## src/rtl/etb_213_pkg.sv

```systemverilog
// etb_213 shared package: trellis constants, FSM encoding,
// parameter defaults and the predecessor-state helper.
package etb_213_pkg;

  localparam int K = 3;
  localparam int NS = 1 << (K - 1);
  localparam int W_DEF = 4;
  localparam int TB_DEPTH_DEF = 15;

  typedef enum logic [1:0] {
    IDLE,
    TRACE,
    EMIT
  } etb_state_e;

  // s = {u_t, u_t-1}; decision b supplies u_t-2
  function automatic logic [1:0] pred(
    input logic [1:0] s,
    input logic b
  );
    return {s[0], b};
  endfunction

endpackage

```

## src/rtl/etb_213_if.sv

```systemverilog
// etb_213 bus: ACS decision/metric offer (ae, acs_Bx, acs_ppm)
// and decoder results (ready, dout, dout_valid, ovf).
interface etb_213_if
  import etb_213_pkg::*;
#(
  parameter int W = W_DEF
);

  logic ae;
  logic [NS-1:0] acs_Bx;
  logic [NS*W-1:0] acs_ppm;
  logic ready;
  logic dout;
  logic dout_valid;
  logic ovf;

  modport master (
    output ae, acs_Bx, acs_ppm,
    input ready, dout, dout_valid, ovf
  );

  modport slave (
    input ae, acs_Bx, acs_ppm,
    output ready, dout, dout_valid, ovf
  );

endinterface

```

## src/rtl/etb_213_best_state.sv

```systemverilog
// etb_best_state_213: index of the minimum of four W-bit metrics.
// Ports: ppm (4 packed metrics, slice s = state s), idx (winner).
module etb_best_state_213
  import etb_213_pkg::*;
#(
  parameter int W = W_DEF
) (
  input logic [NS*W-1:0] ppm,
  output logic [1:0] idx
);

  logic [W-1:0] m;

  // strict less-than keeps ties on the lowest index
  always_comb begin
    idx = 2'd0;
    m = ppm[W-1:0];
    for (int s = 1; s < NS; s++) begin
      if (ppm[s*W +: W] < m) begin
        m = ppm[s*W +: W];
        idx = 2'(s);
      end
    end
  end

endmodule

```

## src/rtl/etb_213.sv

```systemverilog
// etb_213: Viterbi traceback survivor memory; ring buffer of
// decision vectors, fixed-depth traceback, one decoded bit each.
// Ports: clock, reset (async low), bus (etb_213_if.slave).
// ETB_BEST_STATE_EN: start from min-metric state, else state 0.
module etb_213
  import etb_213_pkg::*;
#(
  parameter int TB_DEPTH = TB_DEPTH_DEF,
  parameter int W = W_DEF
) (
  input logic clock,
  input logic reset,
  etb_213_if.slave bus
);

  localparam int AW =
    (TB_DEPTH > 1) ? $clog2(TB_DEPTH) : 1;
  localparam int CW = $clog2(TB_DEPTH + 1);
  localparam logic [AW-1:0] LAST = AW'(TB_DEPTH - 1);
  localparam logic [CW-1:0] FULL = CW'(TB_DEPTH);
  localparam logic [CW-1:0] FULL_M1 = CW'(TB_DEPTH - 1);

  logic [NS-1:0] mem [TB_DEPTH];
  etb_state_e st;
  logic [AW-1:0] wp;
  logic [AW-1:0] rp;
  logic [CW-1:0] fc;
  logic [CW-1:0] cnt;
  logic [1:0] ss;
  logic [1:0] ss_nxt;
  logic [1:0] src;
  logic [1:0] cur;
  logic [1:0] cur_nxt;
  logic acc;
  logic ready_q;
  logic dout_q;
  logic dv_q;
  logic ovf_q;

`ifdef ETB_BEST_STATE_EN
  etb_best_state_213 #(.W(W)) u_best (
    .ppm (bus.acs_ppm),
    .idx (ss_nxt)
  );
`else
  logic unused_ppm;
  assign unused_ppm = ^bus.acs_ppm[NS*W-1:0];
  assign ss_nxt = 2'd0;
`endif

  assign acc = bus.ae && ready_q;
  // first step walks from the latched start state
  assign src = (cnt == '0) ? ss : cur;
  assign cur_nxt = pred(src, mem[rp][src]);

  assign bus.ready = ready_q;
  assign bus.dout = dout_q;
  assign bus.dout_valid = dv_q;
  assign bus.ovf = ovf_q;

  always_ff @(posedge clock) begin
    if (acc) mem[wp] <= bus.acs_Bx;
  end

  always_ff @(posedge clock or negedge reset) begin
    if (!reset) begin
      st <= IDLE;
      wp <= '0;
      rp <= '0;
      fc <= '0;
      cnt <= '0;
      ss <= '0;
      cur <= '0;
      ready_q <= 1'b1;
      dout_q <= 1'b0;
      dv_q <= 1'b0;
      ovf_q <= 1'b0;
    end else begin
      dv_q <= 1'b0;
      if (bus.ae && !ready_q) ovf_q <= 1'b1;
      unique case (st)
        IDLE: begin
          if (acc) begin
            wp <= (wp == LAST) ? '0 : wp + 1'b1;
            ss <= ss_nxt;
            if (fc != FULL) fc <= fc + 1'b1;
            if (fc >= FULL_M1) begin
              st <= TRACE;
              ready_q <= 1'b0;
              rp <= wp;
              cur <= ss_nxt;
              cnt <= '0;
            end
          end
        end
        TRACE: begin
          cur <= cur_nxt;
          rp <= (rp == '0) ? LAST : rp - 1'b1;
          cnt <= cnt + 1'b1;
          if (cnt == FULL_M1) begin
            st <= EMIT;
            dv_q <= 1'b1;
            dout_q <= cur_nxt[1];
          end
        end
        EMIT: begin
          st <= IDLE;
          ready_q <= 1'b1;
        end
        default: begin
          st <= IDLE;
          ready_q <= 1'b1;
        end
      endcase
    end
  end

endmodule
```

## src/flat_wrapper.sv

```systemverilog
// flat-port wrapper written by rule: the top's interface ports become plain ports
module etb_213_flat import etb_213_pkg::*;
#(
  parameter int TB_DEPTH = TB_DEPTH_DEF,
  parameter int W = W_DEF
)
  (clock, reset, bus_ae, bus_acs_Bx, bus_acs_ppm, bus_ready, bus_dout, bus_dout_valid, bus_ovf);
  etb_213_if #(.W(W)) bus_i ();
  input logic clock;
  input logic reset;
  input wire logic [$bits(bus_i.ae)-1:0] bus_ae;
  input wire logic [$bits(bus_i.acs_Bx)-1:0] bus_acs_Bx;
  input wire logic [$bits(bus_i.acs_ppm)-1:0] bus_acs_ppm;
  output wire logic [$bits(bus_i.ready)-1:0] bus_ready;
  output wire logic [$bits(bus_i.dout)-1:0] bus_dout;
  output wire logic [$bits(bus_i.dout_valid)-1:0] bus_dout_valid;
  output wire logic [$bits(bus_i.ovf)-1:0] bus_ovf;
  assign bus_i.ae = bus_ae;
  assign bus_i.acs_Bx = bus_acs_Bx;
  assign bus_i.acs_ppm = bus_acs_ppm;
  assign bus_ready = bus_i.ready;
  assign bus_dout = bus_i.dout;
  assign bus_dout_valid = bus_i.dout_valid;
  assign bus_ovf = bus_i.ovf;
  etb_213 #(.TB_DEPTH(TB_DEPTH), .W(W)) u_core (.clock(clock), .reset(reset), .bus(bus_i));
endmodule
```

## config.mk

```make
export PLATFORM = sky130hd
export DESIGN_NAME = etb_213_flat
export DESIGN_NICKNAME = d
export VERILOG_FILES = /design/src/rtl/etb_213_pkg.sv /design/src/rtl/etb_213_if.sv /design/src/rtl/etb_213_best_state.sv /design/src/rtl/etb_213.sv /design/src/flat_wrapper.sv
export SDC_FILE = /design/constraint.sdc
export NUM_CORES = 1
export LEC_CHECK = 0
export CORE_UTILIZATION = 25
export CTS_CLUSTER_SIZE = 25
export DETAILED_ROUTE_END_ITERATION = 8
export SETUP_SLACK_MARGIN = 0.02
export SYNTH_ARGS = -nofsm -noshare
export SYNTH_HDL_FRONTEND = slang
export SYNTH_SLANG_ARGS = --single-unit
```

## constraint.sdc

```tcl
create_clock -name clock -period 4.7 [get_ports clock]
set_input_delay 0.47 -clock clock [delete_from_list [all_inputs] [get_ports clock]]
set_output_delay 0.47 -clock clock [all_outputs]
set_load 0.005 [all_outputs]
```

==> results.md, run 1 <==
* Crit path capture type: flip-flop
* Cell Chain, Critical Path: mux4_2 -> mux4_2 -> a22oi_2 -> nand3_1
* IO Pins at 27
* Die area at 0.0151 mm2
* Design Area, Final at 0.00420 mm2
* Vias in the first global route at 2107
* Setup violators final at 0
* Final RePlAce weighted congestion at 0.751
* Worst slew pin tran at 1.09 ns
* Synth Cell Area at 0.00365 mm2
* First-pass GRT wire length at 11600 um
* Pwr Total at 0.00251 W
* Synth Register Bits at 84
* Post-synth top area cell: edfxtp_1
* Crit path kind: flip-flop to flip-flop
* Unrepaired setup endpoints after global routing: no
* Drt total wl at 7080 um
* Pint at 0.00163 W
* Resized cells post-CTS at 0
* YS warnings at 0
* Worst-case clock buffer depth at 2
* Post-CTS setup buffer count at 0
* Routed Antenna Nets at 0
* Proportion of layout cells with a drive suffix above 1 at 0.125
* Post-synth top cells: 60 x edfxtp_1, 25 x nor2_1, 23 x dfrtp_1
* DPL Wire Length at 4700 um
* Hold_buf cts at 0
* Clock power frac at 0.267
* Core area at 0.0140 mm2
* Worst EP required at 4.90 ns
* Rel. slew slack at 0.270
* DR vias/cell at 4.61
* P_sw at 0.000881 W
* Tmin final at 2.52 ns
* # diodes at 0
* CP peak stage delay at 0.98 ns
* GRT overflow at 0
* Area grow syn2layout at 14.8%
* Switching share of power at 0.351
* Worst-Skew Late Latency at 0.34 ns
* Worst path slowest cell: dfrtp_1
* Fin Hold WS at 0.455 ns
* Root Buffer: clkbuf_16
* Max Cap Viol at 0
* Number of synthesized flops with an enable pin at 60
* Worst EP arrival at 2.72 ns
* CP Launch Type: flip-flop
* Rows at 43
* Post-synthesis cell type count at 51
* Area occupied by multi-input gates at 0.00115 mm2
* CP Max Fanout at 18
* Drt first pass iters at 4
* Initial Util at 0.260
* Period utilization at 0.535
* Setup TNS at 0 ns
* Outcome: finished clean
* Largest net degree at the start of global routing at 25
* PwrDens at 599 mW/mm2
* Syn Nets at 288
* H-Tree Depth at 3
* CTS tree: yes
* Post-synth top area share at 0.493
* Drt drc at 0
* FF/Latch Area at 0.00240 mm2
* Worst vdd ir at 0.000215 V
* Fillers at 1360
* Die H at 123 um
* Asr flop ratio synth at 0.286
* Total number of vias at 2080
* Dpl cell area at 0.00391 mm2
* Sequential group share of total power at 0.463
* Most common cell in the netlist: edfxtp_1
* Seq/Total Area, Yosys at 0.658
* Max Transition Viols Final at 0
* GRT Util Overall at 0.105
* Initial antenna violation count at 0
* Ys flop type: edfxtp_1
* Mapped Avg Cell Area at 14.1 um2
* Die Wd at 123 um
* # port buffers at 10
* Initial DRC Count at 161
* Hold violation count in the final report at 0
* CTS buffer count at 9
* Clock Pin Slew Worst Setup and Hold Paths at 0.06 ns
* Final Net Count at 295
* Synthesized instance count at 259
* Clk_skew at 0.00528 ns
* Max Clock Freq at 397 MHz
* Cell mode on critical path: mux4_2
* Combinational fraction of design power at 0.270
* HP Class: flip-flop to flip-flop
* Leakage at 1.44 nW
* CTS sink cnt at 84
* Area contributors post-synth: edfxtp_1 49%, dfrtp_1 16%, mux4_2 5.5%
* DR WL/cell at 15.7 um
power by group through the flow:
stage	combinational [W]	sequential, W	clock (W)
2_1_floorplan	0.000645	0.00102	0
3_3_place_gp	0.000662	0.00117	0
3_5_place_dp	0.000678	0.00118	0
4_1_cts	0.000683	0.00116	0.000685
5_1_grt	0.000765	0.00120	0.000711
6_report	0.000678	0.00116	0.000670
per-stage QoR:
step                 util  setup WS, ns  std cells
CTS                 0.299          2.15        451
global placement    0.279          2.17        435
finish              0.299          2.18        451
floorplan               -          2.91        259
detailed placement  0.279          2.02        435
global route        0.299          2.08        451
critical path, delay by kind of cell, from the launching register on:
kind,cells,cell delay (ns)
AOI/OAI and AO/OA,1,0.16
DFF,1,0.98
muxes,2,1.14
and+or+nand+nor,1,0.10
flip-flops by register name, indices dropped and copies added (netlist names):
signal,cells
u_core.mem,60
u_core.cnt,4
u_core.fc,4
u_core.rp,4
u_core.wp,4
u_core.cur,2
u_core.st,2
u_core.bus.dout,1
u_core.bus.dout_valid,1
u_core.bus.ovf,1
u_core.bus.ready,1
placed cells by master, fill, tap and decap left out, drive strengths merged, types with 8 or more instances in the layout:
| cell | Yosys | layout |
|---|---|---|
| mux4 | 11 | 11 |
| nor2 | 25 | 25 |
| nand2b | 9 | 9 |
| clkdlybuf4s50 | 0 | 10 |
| nand2 | 17 | 17 |
| edfxtp | 60 | 60 |
| dfrtp | 23 | 23 |
| nor3 | 8 | 8 |
| clkbuf | 8 | 9 |
| inv | 7 | 11 |
cell type report:
type                    count  area share
clock buffers               9      0.0537
flip-flops and latches     84       0.573
clock inverters             7      0.0137
inverters                   9     0.00805
repair buffers             10      0.0239
multi-input cells         152       0.274
well taps                 180      0.0537
final timing paths:
path | start | to | slack (ns) | depth (start not counted)
setup / recovery | u_core.rp[0] | u_core.cur[0] | 2.18 | 4
hold / removal | u_core.bus.ovf | u_core.bus.ovf | 0.46 | 1
setup reg to reg | u_core.rp[0] | u_core.cur[0] | 2.18 | 4
hold reg to reg | u_core.bus.ovf | u_core.bus.ovf | 0.46 | 1
max in group asynchronous | reset | u_core.cur[1] | 3.32 | 1
min in group asynchronous | reset | u_core.fc[3] | 0.72 | 1
routing by layer:
| layer | up-vias | global-route usage | wire (um) |
|---|---|---|---|
| met5 | - | 0 | 0 |
| met3 | 15 | 0.0258 | 173 |
| met1 | 1043 | 0.138 | 3400 |
| met2 | 24 | 0.165 | 3370 |
| met4 | 0 | 0.0434 | 131 |
| li1 | 998 | - | - |
cell families (layout without fill, tap and decap cells):
family,Yosys count,in the layout,synth area share
xor+xnor,3,3,0.00719
compound gates,42,42,0.0791
buf+inv,23,35,0.0274
mux,23,23,0.105
fa+ha+maj,6,6,0.0205
simple gates,78,78,0.103
flops,84,84,0.658
Note: power is estimated with default switching activity, not from simulation.
==> run 2: changes to the inputs <==
==> constraint.sdc (replaced) <==
create_clock -name clock -period 2.26 [get_ports clock]
set_input_delay 0.226 -clock clock [delete_from_list [all_inputs] [get_ports clock]]
set_output_delay 0.226 -clock clock [all_outputs]
set_load 0.005 [all_outputs]
==> run 2 against run 1 <==
  * Core utilization grew 0.98 points
  * Cell count grew 4.0%
  * Sequential power grew 100%
  * Flip-flop and latch count is the same
  * Sequential share of layout area shrank 1.8 points
  * Largest cell class unchanged
==> results.md, run 2 (synthesized netlist as in run 1, its figures left out) <==
* Unrepaired setup endpoints after global routing: no
* Switching share of power at 0.347 (-0.00397)
* DR vias/cell at 4.63 (+0.32%)
* Setup TNS at 0 ns (unchanged)
* Post-CTS setup buffer count at 0 (unchanged)
* Worst reg-to-reg setup slack at 0.28 ns (-1.91 ns)
* Worst r2r path cells at 6 (+2)
* Core area at 0.0140 mm2 (unchanged)
* Crit path kind: flip-flop to flip-flop
* Die H at 123 um (unchanged)
* PwrDens at 1240 mW/mm2 (+110%)
* Pint at 0.00351 W (+110%)
* HP Class: input port to asynchronous set/reset pin
* Most frequent cells in the layout: 60 x edfxtp_1, 25 x nor2_1, 22 x dfrtp_1, 18 x buf_4, 17 x nand2_1
* Drt first pass iters at 4 (unchanged)
* Crit path capture type: flip-flop
* Tmin final at 1.98 ns (-0.532 ns)
* Largest net degree at the start of global routing at 25 (unchanged)
* CP peak stage delay at 0.64 ns (-0.34 ns)
* GRT Util Overall at 0.110 (+0.00519)
* Area grow syn2layout at 18.6%
* Period utilization at 0.878 (+0.343)
* Most common cell after layout, fill and taps aside: edfxtp_1
* Worst-Skew Late Latency at 0.35 ns (about the same)
* Die area at 0.0151 mm2 (unchanged)
* Drt drc at 0 (unchanged)
* Cell Chain, Critical Path: buf_4 -> mux4_2 -> nand2_1 -> and3_1 -> a211o_1 -> nand3_1
* Initial Util at 0.260 (unchanged)
* CTS tree: yes
* CP Max Fanout at 12 (-6)
* Worst slew pin tran at 0.595 ns (-0.496 ns)
* Leakage at 1.53 nW (+6.7%)
* Worst path slowest cell: dfrtp_1
* Max Transition Viols Final at 0 (unchanged)
* DR WL/cell at 15.4 um (-2.0%)
* Fin Hold WS at 0.239 ns (-0.217 ns)
* Routed Antenna Nets at 0 (unchanged)
* Worst EP arrival at 2.19 ns (-0.53 ns)
* Total number of vias at 2170 (+4.3%)
* IO Pins at 27 (unchanged)
* Reg-to-Reg Start: u_core.rp[2]
* Die Wd at 123 um (unchanged)
* Rows at 43 (unchanged)
* CTS sink cnt at 84 (unchanged)
* Setup violators final at 0 (unchanged)
* # port buffers at 10 (unchanged)
* Initial DRC Count at 97 (-40%)
* Max Cap Viol at 0 (unchanged)
* Worst-case clock buffer depth at 2 (unchanged)
* First-pass GRT wire length at 12100 um (+3.9%)
* DPL Wire Length at 4990 um (+6.3%)
* Worst vdd ir at 0.000369 V (+72%)
* Combinational fraction of design power at 0.307 (+0.037)
* Proportion of layout cells with a drive suffix above 1 at 0.183 (+0.0579)
* Reg-to-reg endpoint: u_core.cur[0]
* H-Tree Depth at 3 (unchanged)
* CTS buffer count at 9 (unchanged)
* Max reg flops at 60 (unchanged)
* P_sw at 0.00186 W (+110%)
* Drt total wl at 7210 um (+1.9%)
* # diodes at 0 (unchanged)
* Outcome: finished clean
* GRT overflow at 0 (unchanged)
* CP Launch Type: flip-flop
* Clk_skew at 0.00664 ns (+0.00136 ns)
* Initial antenna violation count at 0 (unchanged)
* Clock power frac at 0.261 (-0.006)
* Rel. slew slack at 0.603 (+0.332)
* Max Clock Freq at 504 MHz (+27%)
* Vias in the first global route at 2196 (+4.2%)
* Final RePlAce weighted congestion at 0.745 (-0.81%)
* Clock Pin Slew Worst Setup and Hold Paths at 0.07 ns (about the same)
* Final Net Count at 313 (+6.1%)
* Hold violation count in the final report at 0 (unchanged)
* Root Buffer: clkbuf_16
* Biggest register: u_core.mem
* Worst EP required at 2.47 ns (-2.43 ns)
* Sequential group share of total power at 0.432 (-0.031)
[run 2: layer usage]
layer / track usage / wire length, um
met1: 0.142 / 3310
met2: 0.171 / 3440
met3: 0.0314 / 288
met4: 0.0518 / 181
met5: 0 / 0
[run 2: area by class of cell]
| type | instances | area (um2) |
|---|---|---|
| clock buffers | 9 | 225 |
| clock inverters | 7 | 58.8 |
| fillers | 1365 | 9710 |
| inverters | 9 | 33.8 |
| multi-input cells | 152 | 1150 |
| flip-flops and latches | 84 | 2400 |
| well taps | 180 | 225 |
| repair buffers | 28 | 235 |
[run 2: metrics by stage]
stage	setup slack, ns	cells	total power, W	area (um2)	util
after detailed placement	0.181	453	0.00400	4050	0.288
after CTS	0.165	469	0.00542	4330	0.308
after global routing	0.0742	469	0.00572	4330	0.309
final	0.276	469	0.00537	4330	0.309
after floorplan	0.473	259	0.00346	3650	-
after global placement	0.197	453	0.00395	4050	0.288
[run 2: timing repair]
item,CTS,global route
endpoints found under the hold margin,0,0
hold buffers,0,0
endpoints found under the setup margin,0,1
gates resized for setup,0,1
[run 2: power by group through the flow]
stage          registers (W)  clock network, W  logic (W)
2_1_floorplan        0.00212                 0    0.00134
3_3_place_gp         0.00233                 0    0.00162
3_5_place_dp         0.00234                 0    0.00166
4_1_cts              0.00232           0.00144    0.00167
5_1_grt              0.00237           0.00150    0.00185
6_report             0.00232           0.00140    0.00165
[run 2: worst max-delay path by stage]
stage,startpoint,endpoint,slack (ns),cells after the start
after global placement,u_core.rp[0],u_core.cur[0],0.20,6
after floorplan,u_core.rp[2],u_core.cur[0],0.47,6
after CTS,u_core.rp[0],u_core.cur[0],0.17,6
after global routing,u_core.fc[0],u_core.cnt[0],0.07,8
final,u_core.rp[2],u_core.cur[0],0.28,6
after detailed placement,u_core.rp[0],u_core.cur[0],0.18,6
[run 2: critical path: cells and delay by family (launching register included)]
family | cells | cell delay [ns]
AOI/OAI and AO/OA | 1 | 0.10
buffers and inverters | 1 | 0.25
DFF | 1 | 0.64
muxes | 1 | 0.52
and+or+nand+nor | 3 | 0.32
